$ cat config.mk
export PLATFORM = sky130hd
export DESIGN_NAME = key_gen_flat
export DESIGN_NICKNAME = d
export VERILOG_FILES = /design/src/rtl/rsa_pkg.sv /design/src/rtl/key_gen_if.sv /design/src/rtl/mod_div16.sv /design/src/rtl/key_gen.sv /design/src/flat_wrapper.sv
export SDC_FILE = /design/constraint.sdc
export NUM_CORES = 1
export LEC_CHECK = 0
export ABC_CLOCK_PERIOD_IN_PS = 8900
export CAP_MARGIN = 20
export CELL_PAD_IN_SITES_DETAIL_PLACEMENT = 1
export CELL_PAD_IN_SITES_GLOBAL_PLACEMENT = 2
export CORE_MARGIN = 1.5
export CORE_UTILIZATION = 40
export CTS_BUF_LIST = sky130_fd_sc_hd__clkbuf_16
export CTS_CLUSTER_SIZE = 28
export DETAILED_ROUTE_END_ITERATION = 16
export PLACE_DENSITY_LB_ADDON = 0.1
export SLEW_MARGIN = 20
export SYNTH_ARGS = -nofsm -noshare
export SYNTH_HDL_FRONTEND = slang
export SYNTH_SLANG_ARGS = --single-unit
export TNS_END_PERCENT = 5
$ cat constraint.sdc
create_clock -name clk -period 8.9 [get_ports clk]
set_input_delay 0.89 -clock clk [delete_from_list [all_inputs] [get_ports clk]]
set_output_delay 0.89 -clock clk [all_outputs]
set_load 0.02 [all_outputs]
$ cat src/rtl/rsa_pkg.sv
// Shared widths, constants and state encoding for the RSA key generator.
package rsa_pkg;

  localparam int OP_W  = 8;
  localparam int PHI_W = 16;

  localparam logic [OP_W-1:0] E_MIN = 8'd3;

  typedef enum logic [2:0] {
    S_IDLE  = 3'd0,
    S_PHI   = 3'd1,
    S_REM   = 3'd2,
    S_GCD   = 3'd3,
    S_CHECK = 3'd4,
    S_DONE  = 3'd5
  } keygen_state_t;

endpackage

$ cat src/rtl/key_gen_if.sv
// Request/result bundle between the key generator and its requester.
interface key_gen_if;
  import rsa_pkg::*;

  logic            start;
  logic [OP_W-1:0] p;
  logic [OP_W-1:0] q;
  logic [OP_W-1:0] e;
  logic            finish;

  modport master (output start, output p, output q, input e, input finish);
  modport slave  (input start, input p, input q, output e, output finish);

endinterface

$ cat src/rtl/mod_div16.sv
// 16-by-8 restoring remainder unit: one quotient bit per cycle, MSB first,
// done asserted during the 16th step with the final remainder on rem_o.
module mod_div16
  import rsa_pkg::*;
(
  input  logic             clk,
  input  logic             rst_n,
  input  logic             start_i,
  input  logic [PHI_W-1:0] dividend_i,
  input  logic [OP_W-1:0]  divisor_i,
  output logic             done_o,
  output logic [OP_W-1:0]  rem_o
);

  logic             busy_q, busy_d;
  logic [3:0]       cnt_q, cnt_d;
  logic [PHI_W-1:0] dvd_q, dvd_d;
  logic [OP_W-1:0]  dvs_q, dvs_d;
  logic [OP_W-1:0]  rem_q, rem_d;
  logic [OP_W:0]    shift_s;
  logic [OP_W-1:0]  rem_step_s;

  // One restoring step; the partial remainder stays below the divisor,
  // so the low 8 bits of the difference are exact.
  always_comb begin
    shift_s = {rem_q, dvd_q[PHI_W-1]};
    if (shift_s >= {1'b0, dvs_q}) begin
      rem_step_s = shift_s[OP_W-1:0] - dvs_q;
    end else begin
      rem_step_s = shift_s[OP_W-1:0];
    end
  end

  assign done_o = busy_q && (cnt_q == 4'd15);
  assign rem_o  = rem_step_s;

  // Load on start, otherwise iterate while busy.
  always_comb begin
    busy_d = busy_q;
    cnt_d  = cnt_q;
    dvd_d  = dvd_q;
    dvs_d  = dvs_q;
    rem_d  = rem_q;
    if (start_i) begin
      busy_d = 1'b1;
      cnt_d  = 4'd0;
      dvd_d  = dividend_i;
      dvs_d  = divisor_i;
      rem_d  = 8'd0;
    end else if (busy_q) begin
      rem_d = rem_step_s;
      dvd_d = {dvd_q[PHI_W-2:0], 1'b0};
      cnt_d = cnt_q + 4'd1;
      if (cnt_q == 4'd15) begin
        busy_d = 1'b0;
      end else begin
        busy_d = 1'b1;
      end
    end else begin
      busy_d = 1'b0;
    end
  end

  // Divider state registers.
  always_ff @(posedge clk or negedge rst_n) begin
    if (!rst_n) begin
      busy_q <= 1'b0;
      cnt_q  <= 4'd0;
      dvd_q  <= 16'd0;
      dvs_q  <= 8'd0;
      rem_q  <= 8'd0;
    end else begin
      busy_q <= busy_d;
      cnt_q  <= cnt_d;
      dvd_q  <= dvd_d;
      dvs_q  <= dvs_d;
      rem_q  <= rem_d;
    end
  end

endmodule

$ cat src/rtl/key_gen.sv
// RSA public-exponent search: smallest e >= 3, e < phi, gcd(e, phi) = 1,
// using a serial remainder unit and a subtraction Euclid loop.
module key_gen
  import rsa_pkg::*;
(
  input  logic      clk,
  input  logic      rst_n,
  key_gen_if.slave  bus
);

  keygen_state_t    state_q, state_d;
  logic [OP_W-1:0]  p_q, p_d, q_q, q_d;
  logic [PHI_W-1:0] phi_q, phi_d;
  logic [OP_W-1:0]  c_q, c_d;
  logic [OP_W-1:0]  a_q, a_d, b_q, b_d;
  logic [OP_W-1:0]  e_q, e_d;
  logic             finish_q, finish_d;

  logic [OP_W-1:0]  pm1_s, qm1_s;
  logic [PHI_W-1:0] prod_s;
  logic [OP_W:0]    c_inc_s;
  logic [OP_W-1:0]  a_step_s, b_step_s;
  logic             div_start_s, div_done_s;
  logic [PHI_W-1:0] div_dvd_s;
  logic [OP_W-1:0]  div_dvs_s, div_rem_s;

  assign pm1_s   = p_q - 8'd1;
  assign qm1_s   = q_q - 8'd1;
  assign prod_s  = {8'd0, pm1_s} * {8'd0, qm1_s};
  assign c_inc_s = {1'b0, c_q} + 9'd1;

  // One Euclid subtraction step on the current pair.
  always_comb begin
    a_step_s = a_q;
    b_step_s = b_q;
    if (a_q > b_q) begin
      a_step_s = a_q - b_q;
    end else if (b_q > a_q) begin
      b_step_s = b_q - a_q;
    end else begin
      a_step_s = a_q;
    end
  end

  // The first division is launched from PHI before phi is registered.
  always_comb begin
    if (state_q == S_PHI) begin
      div_dvd_s = prod_s;
      div_dvs_s = E_MIN;
    end else begin
      div_dvd_s = phi_q;
      div_dvs_s = c_inc_s[OP_W-1:0];
    end
  end

  mod_div16 u_div (
    .clk        (clk),
    .rst_n      (rst_n),
    .start_i    (div_start_s),
    .dividend_i (div_dvd_s),
    .divisor_i  (div_dvs_s),
    .done_o     (div_done_s),
    .rem_o      (div_rem_s)
  );

  // Next-state and datapath control.
  always_comb begin
    state_d     = state_q;
    p_d         = p_q;
    q_d         = q_q;
    phi_d       = phi_q;
    c_d         = c_q;
    a_d         = a_q;
    b_d         = b_q;
    e_d         = e_q;
    finish_d    = 1'b0;
    div_start_s = 1'b0;
    case (state_q)
      S_IDLE: begin
        if (bus.start) begin
          p_d     = bus.p;
          q_d     = bus.q;
          state_d = S_PHI;
        end else begin
          state_d = S_IDLE;
        end
      end
      S_PHI: begin
        if ((p_q < 8'd2) || (q_q < 8'd2) || (prod_s <= 16'd3)) begin
          e_d      = 8'd0;
          finish_d = 1'b1;
          state_d  = S_DONE;
        end else begin
          phi_d       = prod_s;
          c_d         = E_MIN;
          div_start_s = 1'b1;
          state_d     = S_REM;
        end
      end
      S_REM: begin
        if (div_done_s) begin
          a_d     = c_q;
          b_d     = div_rem_s;
          state_d = S_GCD;
        end else begin
          state_d = S_REM;
        end
      end
      S_GCD: begin
        if ((a_q == b_q) || (b_q == 8'd0)) begin
          state_d = S_CHECK;
        end else begin
          a_d = a_step_s;
          b_d = b_step_s;
          if ((a_step_s == b_step_s) || (b_step_s == 8'd0)) begin
            state_d = S_CHECK;
          end else begin
            state_d = S_GCD;
          end
        end
      end
      S_CHECK: begin
        if (a_q == 8'd1) begin
          e_d      = c_q;
          finish_d = 1'b1;
          state_d  = S_DONE;
        end else if (c_inc_s[OP_W] || ({7'd0, c_inc_s} >= phi_q)) begin
          e_d      = 8'd0;
          finish_d = 1'b1;
          state_d  = S_DONE;
        end else begin
          c_d         = c_inc_s[OP_W-1:0];
          div_start_s = 1'b1;
          state_d     = S_REM;
        end
      end
      S_DONE: begin
        state_d = S_IDLE;
      end
      default: begin
        state_d = S_IDLE;
      end
    endcase
  end

  // Control and datapath registers; e/finish are loaded on entry to DONE.
  always_ff @(posedge clk or negedge rst_n) begin
    if (!rst_n) begin
      state_q  <= S_IDLE;
      p_q      <= 8'd0;
      q_q      <= 8'd0;
      phi_q    <= 16'd0;
      c_q      <= 8'd0;
      a_q      <= 8'd0;
      b_q      <= 8'd0;
      e_q      <= 8'd0;
      finish_q <= 1'b0;
    end else begin
      state_q  <= state_d;
      p_q      <= p_d;
      q_q      <= q_d;
      phi_q    <= phi_d;
      c_q      <= c_d;
      a_q      <= a_d;
      b_q      <= b_d;
      e_q      <= e_d;
      finish_q <= finish_d;
    end
  end

  assign bus.e      = e_q;
  assign bus.finish = finish_q;

endmodule

$ cat src/flat_wrapper.sv
// flat-port wrapper written by rule: the top's interface ports become plain ports
module key_gen_flat import rsa_pkg::*;
  (clk, rst_n, bus_start, bus_p, bus_q, bus_e, bus_finish);
  key_gen_if bus_i ();
  input  logic clk;
  input  logic rst_n;
  input wire logic [$bits(bus_i.start)-1:0] bus_start;
  input wire logic [$bits(bus_i.p)-1:0] bus_p;
  input wire logic [$bits(bus_i.q)-1:0] bus_q;
  output wire logic [$bits(bus_i.e)-1:0] bus_e;
  output wire logic [$bits(bus_i.finish)-1:0] bus_finish;
  assign bus_i.start = bus_start;
  assign bus_i.p = bus_p;
  assign bus_i.q = bus_q;
  assign bus_e = bus_i.e;
  assign bus_finish = bus_i.finish;
  key_gen u_core (.clk(clk), .rst_n(rst_n), .bus(bus_i));
endmodule
==> results.cfg, run 1 <==
[status]
status = completed

[die]
pin_count = 28
rows = 54
die_y_um = 153
initial_core_util_pct = 40.9
dieArea_um2 = 23400
die_w_um = 153
core-area_um2 = 22000

[global_routing]
grt_use_met2_pct = 40.0
top_usage_layer = met2
grt_pass1_wl_um = 42000
grt_usage_pct = 22.6
antenna_found_initial = 0
grt_max_degree = 54
grt_overflow_total = 0
use_met3_pct = 2.32
grt_pass1_vias = 7559
grt_use_met1_pct = 30.1

[synthesis]
synth_area_leaders = dfrtp_1 29%, ha_1 10%, fa_1 8.7%
postSynthAreaPerCell_um2 = 8.92
ys.flop_type = dfrtp_1
synthCells = 1007
yosysMostFrequentCell = nor2_1
ys_ff_latch = 105
synth_area_um2 = 8980
synth_fa_ha_area_share_pct = 18.9
synth_compound_area_share_pct = 17.8
ys_seq_area_share_pct = 29.3
yosysTopAreaCellShare_pct = 29.3
synth_edf_count = 0
synthXorXnorAreaFrac_pct = 4.49
synth_top_family_by_area = simple AND/OR/NAND/NOR gates
synth_area_leader_cell = dfrtp_1
synth_mux_area_share_pct = 4.12
synth_common_cells = 120 x nor2_1, 105 x dfrtp_1, 95 x inv_1
synth.distinct_cells = 76
synthArstFlopShare_pct = 100
syn-num-nets = 1138
yosysWarnings = 0
synth-simple-area-share_pct = 19.1

[layout]
insertedDiodeCount = 0
area_growth_pct = 8.26
nets = 1147
utilization_pct = 44.3
layout-drive-gt1-share_pct = 8.91

[worst_hold_path]
whs_path_depth = 1
worstHoldStart = u_core.u_div.dvs_q[7]
min_to = u_core.u_div.dvs_q[7]
hold_path.class = reg -> reg

[clocking]
cts.clk_slew.worst_paths_ps = 80
htreeDepth = 3
cts.repair.resized = 0
hold_buffers = 0
clk_path_buf_depth = 2
cts.sinks = 105
insertion_delay_ps = 360
numCtsBuffers = 9
post-cts-setup-buffers = 0
root_buffer = clkbuf_16
cts_tree = done

[drt]
via_count = 7194
wl_per_cell_um = 19.3
route.detailed.drc = 0
drt_wl_total_um = 25200
detail-route-antenna-nets = 0
routed_via_density = 5.53
dr.pass1.iters = 4
drt-initial-drc-count = 263

[place]
place.gp.congestion = 0.831
hpwl_um = 19500
port_buffers = 27
place_ws_ps = 1410

[sta]
max_slew_margin_pct = 34.9
hold_violations = 0
max_freq_mhz = 134
rsz0062_at_grt = no
min_period_over_period_pct = 83.7
setup_viol = 0
period_needed_ps = 7450
worstMarginPinSlew_ps = 976
tns_ps = 0
finalWorstSetupSlack_ps = 1450
slew_viol_final = 0
fin_skew_ps = 13.8

[worst_setup_path]
reg2reg_depth = 23
cp.required_ps = 9100
reg2reg_slack_ps = 1450
crit_path_max_fanout = 47
r2r-start = u_core.p_q[0]
cp-start-kind = flip-flop
crit_arrival_ps = 7650
worstSetupPathType = reg -> reg
r2r-end = u_core.u_div.dvd_q[6]
end_kind = flip-flop

[job]
drv_cap = 0
==> area by class of cell <==
cell class                      instances  area, um^2
Fill cell                            2578       12200
Sequential cell                       105        2630
Clock buffer                            9         225
Clock inverter                          7        53.8
Tap cell                              280         350
Inverter                               96         360
Multi-Input combinational cell        770        5790
Timing Repair Buffer                   34         320
==> worst max-delay path by stage <==
stage | endpoint | cells past startpoint | from | slack [ps]
global placement | u_core.u_div.dvd_q[13] | 23 | u_core.p_q[0] | 1560
detailed placement | u_core.u_div.dvd_q[7] | 23 | u_core.p_q[0] | 1410
floorplan | u_core.c_q[0] | 27 | u_core.p_q[0] | 2400
CTS | u_core.u_div.dvd_q[7] | 23 | u_core.p_q[0] | 1400
global route | u_core.u_div.dvd_q[9] | 24 | u_core.q_q[0] | 810
finish | u_core.u_div.dvd_q[6] | 23 | u_core.p_q[0] | 1450
==> cell usage in the layout, fill, tap and decap left out, types with 9 or more instances in the layout <==
cell             count
a211oi_2            10
nor2_1             120
nand2b_1             9
xnor2_1             26
xor2_1              20
or2_2               16
nor4_1               9
a211oi_1            16
fa_1                39
nor3_1              23
mux2_2              16
nand3_1             19
nor2b_1             17
nand2_1             76
o21a_1              10
a31oi_1             13
o21ai_0             45
a21o_1              10
a22o_1              12
and3_1              11
ha_1                73
inv_1               97
a21oi_1             56
mux2i_1             19
clkdlybuf4s50_1     26
dfrtp_1            105
clkbuf_16            9
==> flip-flops by register name, indices dropped and copies added (netlist names) <==
name / flops
u_core.u_div.dvd_q: 16
u_core.b_q: 8
u_core.a_q: 8
u_core.u_div.rem_q: 8
u_core.u_div.cnt_q: 4
u_core.bus.finish: 1
u_core.p_q: 8
u_core.bus.e: 8
u_core.u_div.dvs_q: 8
u_core.q_q: 8
u_core.u_div.busy_q: 1
u_core.state_q: 3
u_core.phi_q: 16
u_core.c_q: 8
==> critical path, stage by stage (launching register included) <==
cell	delay [ps]
dfrtp_1	540
inv_1	130
ha_1	190
inv_1	60
or3_1	380
xor2_1	500
nor2_1	110
fa_1	500
fa_1	530
fa_1	550
inv_1	50
fa_1	520
inv_1	40
ha_1	400
a2111oi_2	330
o21ai_1	160
nand3_1	90
or3b_1	390
nand2b_1	160
or4_4	480
and2_4	260
nand2b_4	480
a211oi_1	350
a31oi_1	70
==> cells by family (layout without fill, tap and decap cells) <==
kind of cell,Yosys count,in the layout
compound gates,230,230
mux,35,35
xor+xnor,46,46
simple gates,347,347
flops,105,105
fa+ha+maj,112,112
buf+inv,132,146
==> per-stage QoR <==
stage                     cell area [um^2]  hold WS [ps]  cells
after global placement                9440           475   1285
after floorplan                       8980           449   1007
after CTS                             9720           495   1301
after global routing                  9720           527   1301
after detailed placement              9440           476   1285
final                                 9720           488   1301
==> routing by layer <==
metal	wire length (um)	share of wire [%]
met1	11700	47
met2	12600	50
met3	464	1.8
met4	326	1.3
met5	0	0
Power of run 1 is not shown: default switching activity piles up to over one toggle a cycle in this logic, so the estimate is an artifact.
==> run 2: changes to the inputs <==
--- a/config.mk
+++ b/config.mk
@@ -5,12 +5,12 @@
 export SDC_FILE = /design/constraint.sdc
 export NUM_CORES = 1
 export LEC_CHECK = 0
-export ABC_CLOCK_PERIOD_IN_PS = 8900
+export ABC_CLOCK_PERIOD_IN_PS = 6050
 export CAP_MARGIN = 20
 export CELL_PAD_IN_SITES_DETAIL_PLACEMENT = 1
 export CELL_PAD_IN_SITES_GLOBAL_PLACEMENT = 2
 export CORE_MARGIN = 1.5
-export CORE_UTILIZATION = 40
+export CORE_UTILIZATION = 36
 export CTS_BUF_LIST = sky130_fd_sc_hd__clkbuf_16
 export CTS_CLUSTER_SIZE = 28
 export DETAILED_ROUTE_END_ITERATION = 16
==> constraint.sdc (replaced) <==
create_clock -name clk -period 6.05 [get_ports clk]
set_input_delay 0.605 -clock clk [delete_from_list [all_inputs] [get_ports clk]]
set_output_delay 0.605 -clock clk [all_outputs]
set_load 0.02 [all_outputs]
==> results.cfg, run 2 (synthesis results as in run 1) <==
[worst_hold_path]
hold_path.class = in -> async

[clocking]
insertion_delay_ps = 360
cts_tree = done
clk_path_buf_depth = 2
root_buffer = clkbuf_16
htreeDepth = 3
numCtsBuffers = 9
cts.clk_slew.worst_paths_ps = 80
cts.sinks = 105

[sta]
setup_viol = 67
finalWorstSetupSlack_ps = -187
period_needed_ps = 6240
slew_viol_final = 0
rsz0062_at_grt = yes
worstMarginPinSlew_ps = 1010
min_period_over_period_pct = 103
max_slew_margin_pct = 32.9
max_freq_mhz = 160
hold_violations = 0
fin_skew_ps = 11.7

[worst_setup_path]
worstSetupPathType = reg -> reg
reg2reg_slack_ps = -190
reg2reg_depth = 23
crit_arrival_ps = 6520
cp-start-kind = flip-flop
crit_path_max_fanout = 7
cp.required_ps = 6330
r2r-start = u_core.q_q[3]
end_kind = flip-flop
cp-startpoint = u_core.q_q[3]
r2r-end = u_core.u_div.rem_q[1]

[layout]
layout-drive-gt1-share_pct = 25.3
fin_cells = 1447
utilization_pct = 45.9
final_common_cell = dfrtp_1
final_cell_mix = 104 x dfrtp_1, 99 x nor2_1, 94 x buf_4, 88 x inv_1, 72 x nand2_1
register_area_um2 = 2630
fillers = 2804
fin_area_um2 = 11200
multi_input_area_um2 = 6340
largest_registers = u_core.phi_q (16), u_core.u_div.dvd_q (16)
area_growth_pct = 24.8
insertedDiodeCount = 0
nets = 1249

[global_routing]
grt_usage_pct = 23.1
antenna_found_initial = 0
grt_pass1_wl_um = 46400
grt_max_degree = 55
grt_pass1_vias = 8335
grt_overflow_total = 0

[place]
place.gp.congestion = 0.847
placed_cell_area_um2 = 10200
post-place-cells = 1410
port_buffers = 27
hpwl_um = 22000

[die]
die_w_um = 161
rows = 57
initial_core_util_pct = 36.8
core-area_um2 = 24400
pin_count = 28
die_y_um = 161
dieArea_um2 = 25900

[drt]
wl_per_cell_um = 19.9
route.detailed.drc = 0
drt-initial-drc-count = 295
detail-route-antenna-nets = 0
drt_wl_total_um = 28900
routed_via_density = 5.36
via_count = 7761
dr.pass1.iters = 5

[status]
status = finished, violations left
violations = negative setup slack

[job]
drv_cap = 0
run 2: changes by cell type in the layout (fill, tap and decap cells not counted), sizes merged:
cell,previous run,this run
buf,8,106
clkinv,3,6
inv,100,97
nand2b,10,13
bufbuf,0,1
run 2: metrics by stage:
| stage | TNS, ps | worst slack [ps] | hold WS (ps) |
|---|---|---|---|
| finish | -6320 | -187 | 316 |
| global route | -21280 | -396 | 367 |
| CTS | -6990 | -196 | 343 |
| detailed placement | -37510 | -710 | 476 |
| global placement | -28880 | -571 | 462 |
| floorplan | -7460 | -214 | 309 |
run 2: how the worst max path moves through the flow:
| stage | endpoint | depth (start not counted) |
|---|---|---|
| after global routing | u_core.u_div.dvd_q[9] | 23 |
| after CTS | u_core.u_div.rem_q[1] | 23 |
| final | u_core.u_div.rem_q[1] | 23 |
| after detailed placement | u_core.u_div.dvs_q[0] | 24 |
| after floorplan | u_core.c_q[0] | 25 |
| after global placement | u_core.u_div.dvs_q[0] | 24 |
run 2: worst max-delay path, stage by stage, from the launching register on:
cell and delay [ps]:
dfrtp_1 390, or3_4 420, nor3_4 200, and3_4 230, xnor2_4 150, buf_6 150, nor2_4 30, fa_1 540
fa_1 420, fa_1 490, inv_1 50, fa_1 490, inv_2 50, ha_4 240, a2111oi_4 350, o21ai_4 120
nand3_1 100, or3b_4 380, nand2b_4 140, or4_4 420, and2_4 190, nand2b_4 230, buf_12 190, a211oi_2 180
run 2: metal layers:
layer / vias up / track usage [%] / part of all wire (%) / wire [um]
met5: - / 0 / 0 / 0
met4: 0 / 6.40 / 1.7 / 483
met3: 23 / 2.07 / 1.9 / 548
met2: 75 / 41.5 / 51 / 14800
met1: 3948 / 29.5 / 45 / 13000
li1: 3715 / - / - / -
run 2: layout make-up:
type | instances | share of cell area, %
inverters | 96 | 3.22
repair buffers | 133 | 10.5
clock buffers | 9 | 2.01
flip-flops and latches | 105 | 23.5
multi-input cells | 773 | 56.6
well taps | 324 | 3.62
clock inverters | 7 | 0.592
run 2: what timing repair did:
| item | CTS | global route |
|---|---|---|
| pin swaps | 45 | 11 |
| gates resized for setup | 92 | 32 |
| setup endpoints to repair | 73 | 73 |
| setup buffers | 15 | 1 |
| gates cloned | 5 | 0 |
| endpoints found under the hold margin | 0 | 0 |
| hold buffers | 0 | 0 |
Power of run 2 is left out for the same reason.
==> run 3: changes to the inputs <==
--- a/config.mk
+++ b/config.mk
@@ -5,7 +5,6 @@
 export SDC_FILE = /design/constraint.sdc
 export NUM_CORES = 1
 export LEC_CHECK = 0
-export ABC_CLOCK_PERIOD_IN_PS = 6050
 export CAP_MARGIN = 20
 export CELL_PAD_IN_SITES_DETAIL_PLACEMENT = 1
 export CELL_PAD_IN_SITES_GLOBAL_PLACEMENT = 2
@@ -15,6 +14,7 @@
 export CTS_CLUSTER_SIZE = 28
 export DETAILED_ROUTE_END_ITERATION = 16
 export PLACE_DENSITY_LB_ADDON = 0.1
+export SETUP_SLACK_MARGIN = 0.02
 export SLEW_MARGIN = 20
 export SYNTH_ARGS = -nofsm -noshare
 export SYNTH_HDL_FRONTEND = slang
==> results of run 3 <==
Final layout, timing and power as in run 2 (identical DEF).
Power of run 3 is left out for the same reason.
